==> src/rtl/mac_array_seq.sv <==
// Sequencer for a DIM x DIM systolic tpumac array: clears the accumulators, steps a skewed
// operand feed schedule, then drains C one row per cycle.
module mac_array_seq #(
   parameter int DIM = 8,
   parameter int TW  = $clog2(3*DIM-1),
   parameter int RW  = $clog2(DIM)
) (
   input  logic           clk,
   input  logic           rst,
   input  logic           start,
   input  logic           hold,
   output logic           busy,
   output logic           done,
   output logic           mac_en,
   output logic           mac_wren,
   output logic [TW-1:0]  feed_t,
   output logic [DIM-1:0] feed_mask,
   output logic [RW-1:0]  c_rd_row,
   output logic           c_rd_valid
);

   typedef enum logic [2:0] {
      IDLE  = 3'd0,
      LOAD  = 3'd1,
      FEED  = 3'd2,
      DRAIN = 3'd3,
      DONE  = 3'd4
   } state_t;

   localparam logic [TW-1:0] T_LAST   = TW'(3*DIM-3);
   localparam logic [RW-1:0] ROW_LAST = RW'(DIM-1);

   state_t        state_r, state_s;
   logic [TW-1:0] t_r, t_s;
   logic [RW-1:0] row_r, row_s;

   // Row r (and column r) carries a real element k = t - r while 0 <= t - r < DIM.
   function automatic logic [DIM-1:0] mask_of(input logic [TW-1:0] t);
      logic [DIM-1:0] m;
      int             tv;
      tv = int'(t);
      m  = '0;
      for (int r = 0; r < DIM; r++) begin
         m[r] = (tv >= r) && ((tv - r) < DIM);
      end
      return m;
   endfunction

   // State and counter registers.
   always_ff @(posedge clk or posedge rst) begin
      if (rst) begin
         state_r <= IDLE;
         t_r     <= '0;
         row_r   <= '0;
      end else begin
         state_r <= state_s;
         t_r     <= t_s;
         row_r   <= row_s;
      end
   end

   // Next-state and counter update; t saturates at its exit value, row stops at DIM-1.
   always_comb begin
      state_s = state_r;
      t_s     = t_r;
      row_s   = row_r;
      case (state_r)
         IDLE: begin
            t_s   = '0;
            row_s = '0;
            if (start) begin
               state_s = LOAD;
            end else begin
               state_s = IDLE;
            end
         end
         LOAD: begin
            t_s     = '0;
            state_s = FEED;
         end
         FEED: begin
            if (hold) begin
               t_s = t_r;
            end else if (t_r == T_LAST) begin
               state_s = DRAIN;
               row_s   = '0;
            end else begin
               t_s = t_r + TW'(1);
            end
         end
         DRAIN: begin
            if (row_r == ROW_LAST) begin
               state_s = DONE;
            end else begin
               row_s = row_r + RW'(1);
            end
         end
         DONE: begin
            state_s = IDLE;
         end
         default: begin
            state_s = IDLE;
         end
      endcase
   end

   // Output decode; mac_en in FEED follows ~hold so a stalled cycle never accumulates.
   always_comb begin
      busy       = 1'b0;
      done       = 1'b0;
      mac_en     = 1'b0;
      mac_wren   = 1'b0;
      feed_t     = '0;
      feed_mask  = '0;
      c_rd_row   = '0;
      c_rd_valid = 1'b0;
      case (state_r)
         IDLE: begin
            busy = 1'b0;
         end
         LOAD: begin
            busy     = 1'b1;
            mac_en   = 1'b1;
            mac_wren = 1'b1;
         end
         FEED: begin
            busy      = 1'b1;
            mac_en    = ~hold;
            feed_t    = t_r;
            feed_mask = mask_of(t_r);
         end
         DRAIN: begin
            busy       = 1'b1;
            c_rd_valid = 1'b1;
            c_rd_row   = row_r;
         end
         DONE: begin
            done = 1'b1;
         end
         default: begin
            busy = 1'b0;
         end
      endcase
   end

endmodule

==> config.mk <==
export PLATFORM = sky130hd
export DESIGN_NAME = mac_array_seq
export DESIGN_NICKNAME = d
export VERILOG_FILES = /design/src/rtl/mac_array_seq.sv
export SDC_FILE = /design/constraint.sdc
export NUM_CORES = 1
export LEC_CHECK = 0
export CAP_MARGIN = 20
export CORE_AREA = 3 3 62 64
export DETAILED_ROUTE_END_ITERATION = 16
export DIE_AREA = 0 0 65 67
export GPL_TIMING_DRIVEN = 1
export PLACE_DENSITY_LB_ADDON = 0.3
export SLEW_MARGIN = 20
export SYNTH_ARGS = -nofsm -noshare
export SYNTH_HDL_FRONTEND = slang
export SYNTH_SLANG_ARGS = --single-unit
==> constraint.sdc <==
create_clock -name clk -period 3.55 [get_ports clk]
set_clock_uncertainty 0.05 [all_clocks]
set_input_delay 0.355 -clock clk [delete_from_list [all_inputs] [get_ports clk]]
set_output_delay 0.355 -clock clk [all_outputs]
set_load 0.005 [all_outputs]
==> metrics <==
status=finished, final reports clean; fraction of registers with async set/reset=between 90% and 100%; # port buffers=24; Design Area, Final=about 1500 um2; Flop pwr share=between 20% and 30%; hold-fix buffers at CTS=0; worst vdd ir=0.331 mV; RSZ-0062 raised after global routing=no; # diodes=0; Worst slew margin=roughly 64%; DRC violations left=0; nets@finish=between 150 and 200; CTS tree=built; combinational fraction of design power=a little under 70%; worst skew pair latency=between 0.2 and 0.3 ns; initial drt markers=between 80 and 90; adder-cell share of the synthesized area=about 14%; DP HPWL=2200 um; Critical Path RT=3.14 ns; Worst Setup Path Type=register to primary output; Die W=between 60 and 70 um; TNS Setup=0 ns; die height=around 67 um; distinct cell type count after synthesis=39; share of layout cells above drive strength 1=3.51%; Crit Path Max Fanout=16; crit path launch type=register; Least-Margin Pin Slew=0.547 ns; Power Dens Cells=885 nW/um2; crit share post-route=between 80% and 90%; grt total ovfl=0; crit end category=primary output; Top Ports=25; Sw Ratio=~47%; maximum capacitance violations=0; WP data arrival=~2.7 ns; clock slew at reported path FFs=roughly 0.070 ns; post-synthesis mux area share=5.12%; top_reg_cell synth=dfrtp_1; Routed wire per std cell=between 10 and 15 um; via count=around 1200; vias in the first global route=1088; sequential fraction of the synthesis area=23.5%; Switching Power=between 0.6 and 0.7 mW; worst hold path class=primary input to asynchronous set/reset pin; Synth Area in XOR/XNOR=approximately 1.5%; area grow syn2layout=24.1%; Seq cells post-synth=11; hold_ws=between 0.3 and 0.4 ns; Synth Area in Simple Gates=25.2%; first-pass GRT wire length=roughly 5000 um; largest net degree at the start of global routing=19; Power Total=1.29 mW; Clk network pwr share=just under 7%; Starting Density=around a third; Post-DRT Antenna Nets=0; synthesized area=roughly 1200 um2; H-tree depth=1; Post-synth EDFFs=0; Hold Vio Cnt, Final=0; TritonCTS Buffers=3; root buffer cell=clkbuf_4; Clock Sinks=11; Vias per Instance=between 5 and 6; # setup viols final=0; compound-cell area share of the yosys netlist=23.8%; clk buf depth=2; Routability Congestion=0.896; Post-Syn Instances=roughly 150; initial antenna violation count=0; core area=around 3300 um2; Die ar.=4360 um2; Placement Cell Area=roughly 1400 um2; fmax=~320 MHz; clock period minus worst slack=between 3 and 4 ns; Yosys Warn Count=0; Routed WL=between 3000 and 4000 um; Avg Cell Area, Syn=roughly 7.8 um2; LEAKAGE=0.616 nW; Pint=0.685 mW; syn nets=about 170; number of gates resized after cts=0; largest family of logic cells by synthesized area=simple AND/OR/NAND/NOR gates; first-pass detailed-route iteration total=4; FP Rows=21; post-CTS setup buffers=0; Pins Over Slew Limit=0; Total GRT Usage=14.7%
==> path summary, 6_finish.rpt <==
check                           depth (start not counted)  slack (ns)  startpoint      endpoint
worst max-delay path                                    6        0.42      t_r[3]  feed_mask[5]
worst min-delay path                                    2        0.32         rst        t_r[3]
worst max register to register                          6        1.07      t_r[3]        t_r[4]
worst min register to register                          1        0.55    row_r[0]      row_r[0]
max in group asynchronous                               2        2.83         rst    state_r[1]
min in group clk                                        1        0.55    row_r[0]      row_r[0]
==> placed cells by master, fill, tap and decap left out, types with 4 or more instances in the layout <==
cell and instances:
ha_1 13, inv_1 10, o21ai_0 8, nand3_1 8, nand2_1 10, a22o_1 4
nand2b_1 6, nor2_1 19, nor3_1 6, clkdlybuf4s50_1 24, a21oi_1 10, dfrtp_1 11
and2_1 5, mux2i_1 6
==> cells by family (layout without fill, tap and decap cells) <==
logic type      Yosys count  count (layout)
simple gates             61              61
compound gates           39              39
buf+inv                  19              39
fa+ha+maj                13              13
flops                    11              11
mux                       6               6
xor+xnor                  2               2
==> final cells by class <==
class                   instances  area, um2
flip-flops and latches         11        275
well taps                      46       57.6
clock buffers                   4       26.3
fillers                       355       1880
multi-input cells             121        815
repair buffers                 24        240
inverters                      11       41.3
==> cells in the mapped netlist (4+ instances only) <==
library cell / instances / area share (%)
nor2_1: 19 / 6.1
ha_1: 13 / 14
dfrtp_1: 11 / 23
a21oi_1: 10 / 4.3
inv_1: 10 / 3.2
nand2_1: 10 / 3.2
nand3_1: 8 / 3.4
o21ai_0: 8 / 3.4
mux2i_1: 6 / 5.1
nand2b_1: 6 / 3.2
nor3_1: 6 / 2.6
and2_1: 5 / 2.7
a22o_1: 4 / 3.0
==> metrics by stage <==
step / utilization [%] / worst slack [ns] / cells
after floorplan: - / 1.50 / 151
after global placement: 42.8 / 0.804 / 213
after detailed placement: 42.8 / 0.741 / 213
after CTS: 43.6 / 0.429 / 217
after global routing: 43.6 / 0.264 / 217
final: 43.6 / 0.421 / 217
==> power by group through the flow <==
stage | registers (mW) | logic, mW | clock network [mW]
after global placement | 0.307 | 0.874 | 0
after detailed placement | 0.309 | 0.894 | 0
final | 0.309 | 0.892 | 0.0869
after global routing | 0.325 | 0.987 | 0.0984
after CTS | 0.307 | 0.900 | 0.0913
after floorplan | 0.226 | 0.621 | 0
==> critical path: stages, from the launching register on <==
cell             delay [ns]
dfrtp_1                0.57
inv_1                  0.31
ha_1                   0.43
o21ai_0                0.15
a221o_1                0.31
a31oi_1                0.15
clkdlybuf4s50_1        0.52
==> per-layer routing <==
layer	track usage [%]	share of wire, %
met1	17.6	46
met5	0	0
met3	2.02	4.7
met4	5.28	0.99
met2	26.4	48
==> registers in the layout (all words and copies together), names as in the netlist <==
register	flops
state_r	3
t_r	5
row_r	3
Note: power is estimated with default switching activity, not from simulation.
